===== src/rtl/led_pattern_gen.sv =====
// LED drive generator: static, blink, PWM and breathing patterns from shadowed cfg fields.
// Define LED_ACTIVE_LOW_EN to drive inverted LED pins (reset value all-ones).
module led_pattern_gen #(
    parameter int NUM_LED  = 8,
    parameter int TICK_DIV = 250,
    parameter int BLINK_W  = 16
) (
    input  logic               sys_clk,
    input  logic               rst_n,
    input  logic [NUM_LED-1:0] cfg_mask,
    input  logic [1:0]         cfg_mode,
    input  logic [7:0]         cfg_duty,
    input  logic [BLINK_W-1:0] cfg_half,
    input  logic               cfg_load,
    output logic [NUM_LED-1:0] LED,
    output logic               tick,
    output logic               phase
);

    localparam int PRE_W = (TICK_DIV > 2) ? $clog2(TICK_DIV) : 1;
    localparam logic [PRE_W-1:0] PRE_LAST = PRE_W'(TICK_DIV - 1);

`ifdef LED_ACTIVE_LOW_EN
    localparam logic [NUM_LED-1:0] LED_POL = '1;
`else
    localparam logic [NUM_LED-1:0] LED_POL = '0;
`endif

    typedef enum logic [1:0] {
        MODE_STATIC  = 2'b00,
        MODE_BLINK   = 2'b01,
        MODE_PWM     = 2'b10,
        MODE_BREATHE = 2'b11
    } mode_t;

    logic [NUM_LED-1:0] mask_sh;
    mode_t              mode_sh;
    logic [7:0]         duty_sh;
    logic [BLINK_W-1:0] half_sh;

    logic [PRE_W-1:0]   pre_cnt;
    logic [7:0]         pwm_cnt;
    logic [BLINK_W-1:0] blink_cnt;
    logic [7:0]         br_duty;
    logic               br_down;

    logic               mode_change;
    logic [BLINK_W-1:0] half_last;
    logic [7:0]         duty_eff;
    logic               pwm_on;
    logic               gate;

    assign mode_change = cfg_load && (mode_t'(cfg_mode) != mode_sh);
    // A zero half-period behaves as one tick per phase.
    assign half_last   = (half_sh == '0) ? '0 : half_sh - 1'b1;
    assign duty_eff    = (mode_sh == MODE_BREATHE) ? br_duty : duty_sh;
    assign pwm_on      = (pwm_cnt < duty_eff);

    always_comb begin
        gate = 1'b1;
        case (mode_sh)
            MODE_STATIC:  gate = 1'b1;
            MODE_BLINK:   gate = phase;
            MODE_PWM:     gate = pwm_on;
            MODE_BREATHE: gate = pwm_on;
            default:      gate = 1'b1;
        endcase
    end

    always_ff @(posedge sys_clk or negedge rst_n) begin
        if (!rst_n) begin
            mask_sh <= '0;
            mode_sh <= MODE_STATIC;
            duty_sh <= '0;
            half_sh <= '0;
        end else if (cfg_load) begin
            mask_sh <= cfg_mask;
            mode_sh <= mode_t'(cfg_mode);
            duty_sh <= cfg_duty;
            half_sh <= cfg_half;
        end
    end

    // Prescaler is free-running and deliberately untouched by mode changes.
    always_ff @(posedge sys_clk or negedge rst_n) begin
        if (!rst_n) begin
            pre_cnt <= '0;
            tick    <= 1'b0;
        end else begin
            tick    <= (pre_cnt == PRE_LAST);
            pre_cnt <= (pre_cnt == PRE_LAST) ? '0 : pre_cnt + 1'b1;
        end
    end

    always_ff @(posedge sys_clk or negedge rst_n) begin
        if (!rst_n) begin
            pwm_cnt   <= '0;
            blink_cnt <= '0;
            phase     <= 1'b0;
            br_duty   <= '0;
            br_down   <= 1'b0;
        end else if (mode_change) begin
            pwm_cnt   <= '0;
            blink_cnt <= '0;
            phase     <= 1'b0;
            br_duty   <= '0;
            br_down   <= 1'b0;
        end else if (tick) begin
            pwm_cnt <= pwm_cnt + 1'b1;
            if (blink_cnt == half_last) begin
                blink_cnt <= '0;
                phase     <= ~phase;
            end else begin
                blink_cnt <= blink_cnt + 1'b1;
            end
            // Triangle ramp steps once per PWM period; the ends turn without repeating.
            if (pwm_cnt == 8'hFF) begin
                if (!br_down) begin
                    if (br_duty == 8'hFF) begin
                        br_down <= 1'b1;
                        br_duty <= 8'hFE;
                    end else begin
                        br_duty <= br_duty + 1'b1;
                    end
                end else begin
                    if (br_duty == 8'h00) begin
                        br_down <= 1'b0;
                        br_duty <= 8'h01;
                    end else begin
                        br_duty <= br_duty - 1'b1;
                    end
                end
            end
        end
    end

    always_ff @(posedge sys_clk or negedge rst_n) begin
        if (!rst_n) begin
            LED <= LED_POL;
        end else begin
            LED <= (mask_sh & {NUM_LED{gate}}) ^ LED_POL;
        end
    end

endmodule


===== config.mk =====
export PLATFORM = sky130hd
export DESIGN_NAME = led_pattern_gen
export DESIGN_NICKNAME = d
export VERILOG_FILES = /design/src/rtl/led_pattern_gen.sv
export SDC_FILE = /design/constraint.sdc
export NUM_CORES = 1
export LEC_CHECK = 0
export CAP_MARGIN = 10
export CELL_PAD_IN_SITES_DETAIL_PLACEMENT = 2
export CELL_PAD_IN_SITES_GLOBAL_PLACEMENT = 2
export CORE_UTILIZATION = 40
export CTS_CLUSTER_DIAMETER = 40
export CTS_CLUSTER_SIZE = 20
export DETAILED_ROUTE_END_ITERATION = 12
export PLACE_DENSITY = 0.95
export SETUP_SLACK_MARGIN = 0.05
export SYNTH_ARGS = -nofsm -noshare
export SYNTH_HDL_FRONTEND = slang
export SYNTH_SLANG_ARGS = --single-unit

===== constraint.sdc =====
create_clock -name sys_clk -period 5.45 [get_ports sys_clk]
set_input_delay 1.3625 -clock sys_clk [delete_from_list [all_inputs] [get_ports sys_clk]]
set_output_delay 1.3625 -clock sys_clk [all_outputs]
set_load 0.05 [all_outputs]

Word-level counts from Yosys, hierarchy flattened

Index checks and enable logic that the tools add are counted.

Register bits after elaboration: 85
Bits in latches: 0
Memory bits (writable): 0
Bits in read-only memories: 0
Bits of input ports: 37
Logic and storage cells: 63
Memories: 0

Add/sub/neg operators: 6
Multiply operators: 0
Divide/modulo/power cells: 0
$lt $le $gt $ge: 1
Equal/unequal tests: 8
Shifts and indexed selects: 0
Mux-type cells: 24
Bitwise operators: 2
Reduce and logical (&&, ||, !) cells: 10

Operators by type and width:

| cell                    | count |
|---|---|
| $mux W8                 | 10 |
| $mux W16                | 4 |
| $add A8 B1 Y8 const B   | 3 |
| $eq A8 B8 Y1 const B    | 3 |
| $add A16 B1 Y16 const B | 1 |
| $eq A16 B16 Y1          | 1 |
| $logic_not A16 Y1       | 1 |
| $sub A16 B1 Y16 const B | 1 |
| $mux W1                 | 9 |
| $and A8 B8 Y8           | 1 |
| $logic_not A8 Y1        | 1 |
| $lt A8 B8 Y1            | 1 |
| $sub A8 B1 Y8 const B   | 1 |
| $reduce_bool A2 Y1      | 3 |
| $eq A2 B2 Y1 const B    | 2 |
| $reduce_and A2 Y1       | 2 |
| $pmux W1 S3             | 1 |
| $eq A2 B1 Y1 const B    | 1 |
| $logic_not A2 Y1        | 1 |
| $ne A2 B2 Y1            | 1 |
| $reduce_or A2 Y1        | 1 |
| $logic_and A1 B1 Y1     | 1 |
| $not A1 Y1              | 1 |

Logic depth before layout (Yosys ltp)

Gate-level depths: netlist (run 1).

Word-level depth: 6
Mapped depth: 12

Least setup slack after synthesis (run 1)

No wires, ideal clock.

Path kind: reg-to-reg
Start point: reg half_sh[3]
End point: reg blink_cnt[10]
Setup time: 0.119 ns
Arrival: 3.012 ns
Data required time: 5.331 ns
Slack: 2.319 ns
Cell stages (with the launch flop): 12
Buffers on the path: 3
Clock period less this slack: 3.131 ns
Path through: dfrtp_1 > buf_2 > or4_4 > or2_1 > buf_2 > nor4_1 > xnor2_1 > nor2_1 > or4_1 > o41ai_4 > buf_6 > nor2_1

Longest elaborated chain between the ends: 6
Elaborated cells between the ends (all ways): 7

RTL lines:

| what                                                        | RTL line | text |
|---|---|---|
| start: declaration                                          | 39       | `logic [BLINK_W-1:0] half_sh;` |
| start signal: assignment                                    | 80       | `half_sh <= cfg_half;` |
| $sub A16 B1 Y16 / $logic_not A16 Y1 (equally long branches) | 55       | `assign half_last = (half_sh == '0) ? '0 : half_sh - 1'b1;` |
| $mux W16 *                                                  | 55       |  |
| $eq A16 B16 Y1 *                                            | 110      | `if (blink_cnt == half_last) begin` |
| $mux W16 *                                                  | 110      |  |
| $mux W16 *                                                  | 108      | `end else if (tick) begin` |
| $mux W16 *                                                  | 102      | `end else if (mode_change) begin` |
| end signal: assignment                                      | 114      | `blink_cnt <= blink_cnt + 1'b1;` |
| end: declaration                                            | 43       | `logic [BLINK_W-1:0] blink_cnt;` |

Mark *: on every way between the ends. The rest lies on a longest branch, timed or not. The select of a mux whose other input is x is not followed.
A chain may end at the register's enable or synchronous reset.

Final worst setup path (run 1)

Start point: reg half_sh[6]
End point: reg blink_cnt[2]

The elaborated chain is that of the path after synthesis.

==> results of run 1 <==
cells in the final DEF, fill, tap and decap left out, types with 3 or more instances in the layout:
master / n
a211oi_1: 5
a21o_1: 3
a21oi_1: 14
a31oi_1: 4
and2_1: 9
and3_1: 7
buf_4: 3
clkbuf_16: 9
clkdlybuf4s50_1: 45
dfrtp_1: 85
ha_1: 15
inv_1: 14
mux2_2: 31
mux2i_1: 12
nand2_1: 34
nand3_1: 19
nand4_1: 7
nor2_1: 55
nor2b_1: 6
nor3_1: 11
nor3b_1: 3
nor4_1: 7
o211ai_1: 4
o21ai_0: 19
o311ai_0: 3
o31ai_1: 4
o41ai_1: 3
or3_1: 5
or4_1: 3
xnor2_1: 22
xor2_1: 19
power by group through the flow:
| stage | combinational [mW] | sequential (mW) | clock, mW |
|---|---|---|---|
| finish | 0.240 | 0.706 | 0.628 |
| floorplan | 0.120 | 0.722 | 0 |
| detailed placement | 0.233 | 0.714 | 0 |
| CTS | 0.241 | 0.704 | 0.637 |
| global placement | 0.213 | 0.707 | 0 |
| global route | 0.254 | 0.709 | 0.659 |
cells by family after synthesis:
family                     after synthesis  synth area share
buffers and inverters                   38            0.0331
DFF                                     85             0.439
muxes                                   43            0.0969
and+or+nand+nor                        186             0.199
AOI/OAI and AO/OA                       79             0.114
xor gates and xnor gates                42            0.0791
adders and majority gates               15            0.0388
how the worst max path moves through the flow:
stage	from	end	slack, ns	depth (start not counted)
after floorplan	half_sh[3]$_DFFE_PN0P_	blink_cnt[10]$_DFFE_PN0P_	2.32	11
after global placement	cfg_load	blink_cnt[15]$_DFFE_PN0P_	1.73	9
after detailed placement	cfg_load	blink_cnt[10]$_DFFE_PN0P_	1.49	9
after CTS	half_sh[6]$_DFFE_PN0P_	blink_cnt[2]$_DFFE_PN0P_	1.30	8
after global routing	half_sh[6]$_DFFE_PN0P_	blink_cnt[9]$_DFFE_PN0P_	1.06	8
final	half_sh[6]$_DFFE_PN0P_	blink_cnt[2]$_DFFE_PN0P_	1.26	8
critical path: stages, from the launching register on:
cell and delay [ns]:
dfrtp_1 0.55, nor4_1 0.76, nand2_2 0.30, nor3_2 0.41
o211ai_1 0.19, a2111o_1 0.36, or3_4 0.45, o41ai_4 0.82
nor2_1 0.16
metrics by stage:
stage,hold slack (ns),util
6_report,0.494,0.489
5_1_grt,0.522,0.489
4_1_cts,0.490,0.489
3_5_place_dp,0.481,0.464
3_3_place_gp,0.458,0.464
2_1_floorplan,0.448,-
routing by layer:
metal  up-vias  global-route usage  wire length [microns]
met5         -                   0                      0
met2       130               0.536                   9110
met4         0               0.189                    837
met1      2126               0.299                   6220
li1       1811                   -                      -
met3        56              0.0378                    469
sequential cells by signal (all words and copies together), names as in the netlist:
signal,flops
blink_cnt,16
half_sh,16
LED,8
br_duty,8
duty_sh,8
mask_sh,8
pre_cnt,8
pwm_cnt,8
mode_sh,2
br_down,1
phase,1
tick,1
cell type report:
| cell class | count | share of cell area |
|---|---|---|
| Tap cell | 143 | 0.0315 |
| Inverter | 14 | 0.00925 |
| Multi-Input combinational cell | 365 | 0.450 |
| Clock buffer | 11 | 0.0410 |
| Clock inverter | 5 | 0.0106 |
| Timing Repair Buffer | 48 | 0.0833 |
| Sequential cell | 85 | 0.375 |
==> results.py, run 1 <==
metrics = {
    "floorplan": {
        "die_x_microns": 112,
        "core_sq_um": 11600,
        "placementRows": 39,
        "ios": 47,
        "initial_core_util": 0.417,
        "fp.dieArea_sq_um": 12500,
        "die_h_microns": 112,
    },
    "pwr": {
        "comb_power_share": 0.153,
        "clkPwrFrac": 0.399,
        "p_switching_mw": 0.452,
        "switching_share": 0.287,
        "p_int_mw": 1.12,
        "seq_power_share": 0.448,
        "peakVddDrop_mv": 0.149,
        "power_leakage_nw": 2.35,
        "p_total_mw": 1.57,
        "power_density_nw_per_um2": 277,
    },
    "hold_path": {
        "min_path_type": "reg2reg",
        "min-delay-start": "mask_sh[6]$_DFFE_PN0P_",
        "min_to": "LED[6]$_DFF_PN0_",
        "whs_path_depth": 1,
    },
    "setup_path": {
        "start_kind": "register",
        "end_kind": "register",
        "reg2reg_from": "half_sh[6]$_DFFE_PN0P_",
        "critPathArrivalTime_ns": 4.37,
        "ff2ff_setup_slack_ns": 1.26,
        "required_ns": 5.64,
        "critPathKind": "reg2reg",
        "r2r_end": "blink_cnt[2]$_DFFE_PN0P_",
        "crit_fanout": 14,
        "r2r_cells": 8,
    },
    "place": {
        "dp_slack_ns": 1.49,
        "gp_congestion": 0.871,
        "place_hpwl_mm": 11.6,
        "dpl_cell_area_sq_um": 5390,
        "dp_cells": 655,
        "io_buffers": 46,
    },
    "global_routing": {
        "track_usage": 0.286,
        "grt_pass1_vias": 4833,
        "grt_max_degree": 61,
        "antenna_found_initial": 0,
        "grt_first_pass_wirelength_mm": 27.1,
        "grt_overflow": 0,
    },
    "synthesis": {
        "synthDistinctLibCells": 60,
        "ys_ff_latch": 85,
        "synth.most_common_cell": "dfrtp_1",
        "ys.flop_type": "dfrtp_1",
        "synth_edf_count": 0,
        "yosysSeqAreaShare": 0.439,
        "syn_inst": 488,
        "syn_avg_cell_area_sq_um": 9.92,
        "synth_warnings": 0,
        "synth.top_cell.area_share": 0.439,
        "synth.area.top_cells": "dfrtp_1 44%, mux2_2 7.2%, nor2_1 4.3%",
        "yosys.area.top_type": "dfrtp_1",
        "async_reset_ff_frac": 1.00,
        "synth_nets": 540,
        "yosys-top-cells-count": "85 x dfrtp_1, 55 x nor2_1, 34 x nand2_1",
        "synth.cell_area_sq_um": 4840,
    },
    "route": {
        "ant_nets": 0,
        "drt_iter0_markers": 278,
        "vias": 4123,
        "drcViolationCount": 0,
        "wire_per_inst_microns": 24.8,
        "drtPass1Iterations": 4,
        "drt_wl_total_mm": 16.6,
        "via_per_inst": 6.14,
    },
    "clocking": {
        "clk_path_buf_depth": 2,
        "post_cts_buffers": 0,
        "cts_root_buf": "clkbuf_16",
        "cts.clk_slew.worst_paths_ns": 0.07,
        "cts_tree": "done",
        "clock_sinks": 85,
        "h-tree-depth": 3,
        "numCtsBuffers": 9,
        "clock_latency_ns": 0.36,
        "post_cts_resized": 0,
        "cts_hold_buf": 0,
    },
    "timing": {
        "grt_setup_unrepaired": "no",
        "fmax_ghz": 0.239,
        "finalMaxSlewViolations": 0,
        "fin_skew_ns": 0.0121,
        "hold_viol_final": 0,
        "setup_slack_ns": 1.26,
        "tns_ns": 0,
        "tightest_slew_ns": 1.06,
        "finalCritPeriodShare": 0.768,
        "setup-violations-final": 0,
        "timing.final.crit_period_ns": 4.19,
        "slew_headroom": 0.284,
    },
    "finish": {
        "final_cells": 671,
        "drive_above_1_share": 0.110,
        "area_growth_pct": 17.3,
        "seq_area_sq_um": 2130,
        "n_fill_cell": 1219,
        "multi_input_area_sq_um": 2550,
        "nNetsFinal": 575,
        "antenna_cells": 0,
        "fin_area_sq_um": 5680,
    },
    "run": {
        "cap_violations": 0,
    },
    "status": {
        "outcome": "completed",
    },
}
Note: power is estimated with default switching activity, not from simulation.
==> run 2, diff against run 1 <==
CORE_UTILIZATION = 37   (was 40)
PLACE_DENSITY = 0.89   (was 0.95)
clock period = 4.38 ns   (was 5.45 ns; I/O delays follow)
==> run 2 against run 1 <==
Effect of this change:
- global-route usage fell by 4.1 points
- register-to-register slack got worse by 0.74 ns
- clock-buffer cell count decreased by 2
- worst setup slack got worse by 0.74 ns
- clock power is 22% higher
- largest cell class unchanged
- core utilization is 3.7 points lower
- routed wire length down 7.1%
- fmax grew 8.6%
==> results.py, run 2 (synthesized netlist as in run 1, its figures left out) <==
metrics = {
    "finish": {
        "nNetsFinal": 577,
        "final_common_cell": "dfrtp_1",
        "antenna_cells": 0,
        "biggestRegsByFlops": "blink_cnt x16, half_sh x16",
        "final_cell_mix": "85 x dfrtp_1, 55 x nor2_1, 44 x clkdlybuf4s50_1",
        "final_util": 0.452,
        "n_fill_cell": 1343,
        "area_growth_pct": 18.2,
        "drive_above_1_share": 0.119,
    },
    "clocking": {
        "cts_hold_buf": 0,
        "numCtsBuffers": 9,
        "cts_root_buf": "clkbuf_16",
        "h-tree-depth": 3,
        "clock_latency_ns": 0.35,
        "post_cts_resized": 0,
        "clock_sinks": 85,
        "clk_path_buf_depth": 2,
        "cts.clk_slew.worst_paths_ns": 0.07,
        "cts_tree": "done",
        "post_cts_buffers": 0,
    },
    "global_routing": {
        "grt_max_degree": 68,
        "grt_first_pass_wirelength_mm": 24.7,
        "grt_pass1_vias": 4529,
        "grt_overflow": 0,
        "antenna_found_initial": 0,
        "track_usage": 0.245,
    },
    "route": {
        "drtPass1Iterations": 5,
        "drt_wl_total_mm": 15.5,
        "ant_nets": 0,
        "via_per_inst": 5.65,
        "vias": 3967,
        "wire_per_inst_microns": 22.0,
        "drcViolationCount": 0,
        "drt_iter0_markers": 168,
    },
    "setup_path": {
        "crit_chain": "nor4_1 -> nand2_1 -> a22o_1 -> a2111o_1 -> or3_4 -> o41ai_4 -> nor2_1",
        "reg2reg_from": "half_sh[12]$_DFFE_PN0P_",
        "critPathKind": "reg2reg",
        "critPathArrivalTime_ns": 4.05,
        "cp-startpoint": "half_sh[12]$_DFFE_PN0P_",
        "cp_slowest_stage_delay_ns": 0.93,
        "crit_fanout": 14,
        "crit_buf_inv": 0,
        "cp_slowest_cell": "nor4_1",
        "critical_path.top_delay_family": "simple AND/OR/NAND/NOR gates",
        "required_ns": 4.57,
        "start_kind": "register",
        "end_kind": "register",
    },
    "timing": {
        "hold_viol_final": 0,
        "finalCritPeriodShare": 0.881,
        "timing.final.crit_period_ns": 3.86,
        "tightest_slew_ns": 1.05,
        "setup-violations-final": 0,
        "finalMaxSlewViolations": 0,
        "fin_skew_ns": 0.00883,
        "tns_ns": 0,
        "fmax_ghz": 0.259,
        "slew_headroom": 0.297,
        "grt_setup_unrepaired": "no",
    },
    "floorplan": {
        "die_x_microns": 116,
        "die_h_microns": 116,
        "initial_core_util": 0.382,
        "fp.dieArea_sq_um": 13500,
        "placementRows": 41,
        "core_sq_um": 12700,
        "ios": 47,
    },
    "hold_path": {
        "min-delay-start": "mask_sh[7]$_DFFE_PN0P_",
        "min_path_type": "reg2reg",
    },
    "pwr": {
        "p_total_mw": 1.93,
        "peakVddDrop_mv": 0.248,
        "power_leakage_nw": 2.37,
        "power_density_nw_per_um2": 337,
    },
    "place": {
        "io_buffers": 46,
        "place_hpwl_mm": 11.2,
        "gp_congestion": 0.854,
    },
    "status": {
        "outcome": "completed",
    },
    "run": {
        "cap_violations": 0,
    },
}
## run 2: power breakdown
group,switching (mW),internal (mW),total (mW)
sequential,0.0456,0.825,0.871
combinational,0.164,0.126,0.290
clock,0.366,0.401,0.767
## run 2: path summary, 6_finish.rpt
path                                             endpoint  cells after the start  slack (ns)
worst max-delay path             blink_cnt[6]$_DFFE_PN0P_                      7        0.52
worst min-delay path                     LED[7]$_DFF_PN0_                      1        0.48
worst max register to register   blink_cnt[6]$_DFFE_PN0P_                      7        0.52
worst min register to register           LED[7]$_DFF_PN0_                      1        0.48
max in group asynchronous          half_sh[1]$_DFFE_PN0P_                      2        2.70
min in group asynchronous       blink_cnt[10]$_DFFE_PN0P_                      1        0.87
## run 2: final cells by class
type,count,area [sq um],area share
inverter,14,52.6,0.00918
clock inverter,7,65.1,0.0114
tap,172,215,0.0376
timing repair buffer,50,483,0.0844
multi-input combinational,365,2550,0.446
sequential,85,2130,0.372
clock buffer,9,225,0.0394
## run 2: metal layers
metal | GRT usage | share of wire | wire [microns] | vias to the layer above
li1 | - | - | - | 1817
met1 | 0.275 | 0.39 | 6080 | 2026
met2 | 0.456 | 0.54 | 8390 | 90
met3 | 0.0488 | 0.035 | 542 | 34
met4 | 0.0923 | 0.028 | 433 | 0
met5 | 0 | 0 | 0 | -
## run 2: through the flow
stage,instance area [sq um],hold slack [ns],setup slack [ns],std cells
CTS,5720,0.492,0.571,702
floorplan,4840,0.448,1.25,488
global placement,5430,0.459,0.926,686
global route,5720,0.506,0.356,702
detailed placement,5430,0.477,0.612,686
finish,5720,0.484,0.523,702
==> run 3, diff against run 2 <==
CORE_UTILIZATION = 42   (was 37)
CTS_BUF_LIST = sky130_fd_sc_hd__clkbuf_4   (was unset)
DONT_BUFFER_PORTS = 1   (was unset)
PLACE_DENSITY = 0.9   (was 0.89)
SLEW_MARGIN = 20   (was unset)
==> run 3 against run 2 <==
Effect of this change:
- die area shrank 12%
- combinational power shrank 38%
- worst setup slack lost 0.089 ns
- routed wire length grew 2.8%
- cell count shrank 12%
- final area shrank 12%
- critical path depth grew 1
- via count shrank 2.1%
- largest cell class unchanged
==> results.py, run 3 (synthesized netlist as in run 1, its figures left out) <==
metrics = {
    "finish": {
        "n_fill_cell": 1183,
        "nNetsFinal": 528,
        "biggestRegsByFlops": "blink_cnt x16, half_sh x16",
        "area_growth_pct": 4.24,
        "final_common_cell": "dfrtp_1",
        "drive_above_1_share": 0.119,
        "final_cell_mix": "85 x dfrtp_1, 55 x nor2_1, 34 x nand2_1",
    },
    "route": {
        "vias": 3885,
        "ant_nets": 0,
        "drt_wl_total_mm": 15.9,
        "drt_iter0_markers": 175,
        "wire_per_inst_microns": 25.6,
        "drcViolationCount": 0,
        "via_per_inst": 6.26,
        "drtPass1Iterations": 4,
    },
    "place": {
        "gp_congestion": 0.894,
        "io_buffers": 0,
        "place_hpwl_mm": 10.9,
    },
    "setup_path": {
        "end_kind": "register",
        "crit_fanout": 14,
        "ff2ff_setup_slack_ns": 0.43,
        "r2r_cells": 8,
        "required_ns": 4.68,
        "critPathArrivalTime_ns": 4.24,
        "reg2reg_from": "half_sh[6]$_DFFE_PN0P_",
        "r2r_end": "blink_cnt[12]$_DFFE_PN0P_",
        "start_kind": "register",
        "critPathKind": "reg2reg",
    },
    "floorplan": {
        "fp.dieArea_sq_um": 12000,
        "die_h_microns": 109,
        "placementRows": 38,
        "ios": 47,
        "die_x_microns": 109,
        "core_sq_um": 11000,
        "initial_core_util": 0.439,
    },
    "global_routing": {
        "antenna_found_initial": 0,
        "grt_overflow": 0,
        "grt_max_degree": 86,
        "track_usage": 0.281,
        "grt_first_pass_wirelength_mm": 24.7,
        "grt_pass1_vias": 4419,
    },
    "clocking": {
        "clk_path_buf_depth": 2,
        "clock_sinks": 85,
        "clock_latency_ns": 0.47,
        "cts_tree": "done",
        "numCtsBuffers": 9,
        "cts.clk_slew.worst_paths_ns": 0.14,
        "post_cts_buffers": 0,
        "post_cts_resized": 0,
        "cts_root_buf": "clkbuf_4",
        "cts_hold_buf": 0,
        "h-tree-depth": 3,
    },
    "timing": {
        "tightest_slew_ns": 0.954,
        "timing.final.crit_period_ns": 3.95,
        "grt_setup_unrepaired": "no",
        "finalMaxSlewViolations": 0,
        "slew_headroom": 0.357,
        "hold_viol_final": 0,
        "setup-violations-final": 0,
        "tns_ns": 0,
        "fmax_ghz": 0.253,
        "fin_skew_ns": 0.0286,
        "finalCritPeriodShare": 0.901,
    },
    "status": {
        "outcome": "completed",
    },
    "pwr": {
        "peakVddDrop_mv": 0.200,
        "power_leakage_nw": 2.10,
        "power_density_nw_per_um2": 308,
        "p_total_mw": 1.56,
    },
    "hold_path": {
        "min_path_type": "in2async",
    },
    "run": {
        "cap_violations": 0,
    },
}
## run 3: cell count changes in the layout (fill, tap and decap cells not counted), moves of 2 or more
cell             before  now
clkdlybuf4s50_1      44    0
clkbuf_4              0   10
buf_4                 5    1
clkinv_2              1    3
clkbuf_16             9    0
inv_6                 2    0
inv_8                 3    0
## run 3: how the worst max path moves through the flow
stage / end / from
floorplan: blink_cnt[7]$_DFFE_PN0P_ / half_sh[3]$_DFFE_PN0P_
global placement: blink_cnt[12]$_DFFE_PN0P_ / half_sh[6]$_DFFE_PN0P_
detailed placement: blink_cnt[6]$_DFFE_PN0P_ / half_sh[6]$_DFFE_PN0P_
CTS: blink_cnt[12]$_DFFE_PN0P_ / half_sh[6]$_DFFE_PN0P_
global route: blink_cnt[12]$_DFFE_PN0P_ / half_sh[6]$_DFFE_PN0P_
finish: blink_cnt[12]$_DFFE_PN0P_ / half_sh[6]$_DFFE_PN0P_
## run 3: cell type report
class,count,area [sq um],share of cell area
diodes,1,2.50,0.000496
clock buffers,10,75.1,0.0149
clock inverters,5,52.6,0.0104
inverters,14,52.6,0.0104
multi-input cells,365,2550,0.506
flip-flops and latches,85,2130,0.421
well taps,140,175,0.0347
repair buffers,1,7.51,0.00149
## run 3: through the flow
| step | instances | area, sq um | hold slack (ns) | setup WS [ns] | utilization |
|---|---|---|---|---|---|
| 2_1_floorplan | 488 | 4840 | 0.448 | 1.25 | - |
| 3_3_place_gp | 605 | 4920 | 0.458 | 0.923 | 0.446 |
| 3_5_place_dp | 605 | 4920 | 0.480 | 0.626 | 0.446 |
| 4_1_cts | 620 | 5040 | 0.272 | 0.493 | 0.457 |
| 5_1_grt | 620 | 5040 | 0.277 | 0.255 | 0.457 |
| 6_report | 621 | 5050 | 0.306 | 0.434 | 0.458 |
## run 3: worst max-delay path: stages (launching register included)
cell,delay [ns]
dfrtp_1,0.56
nor4_1,0.64
nand2_2,0.27
nor4_1,0.44
xnor2_1,0.20
nor2_1,0.10
or4_1,0.64
o41ai_4,0.81
nor2_1,0.15
## run 3: routing by layer
layer	routed length, microns	track usage
met1	6120	0.303
met2	8430	0.506
met3	559	0.0634
met4	768	0.158
met5	0	0
## run 3: where the power goes
part | leakage (nW) | internal, mW | switching, mW
clock | 0.0720 | 0.175 | 0.288
sequential | 1.08 | 0.825 | 0.0895
combinational | 0.946 | 0.0807 | 0.0991
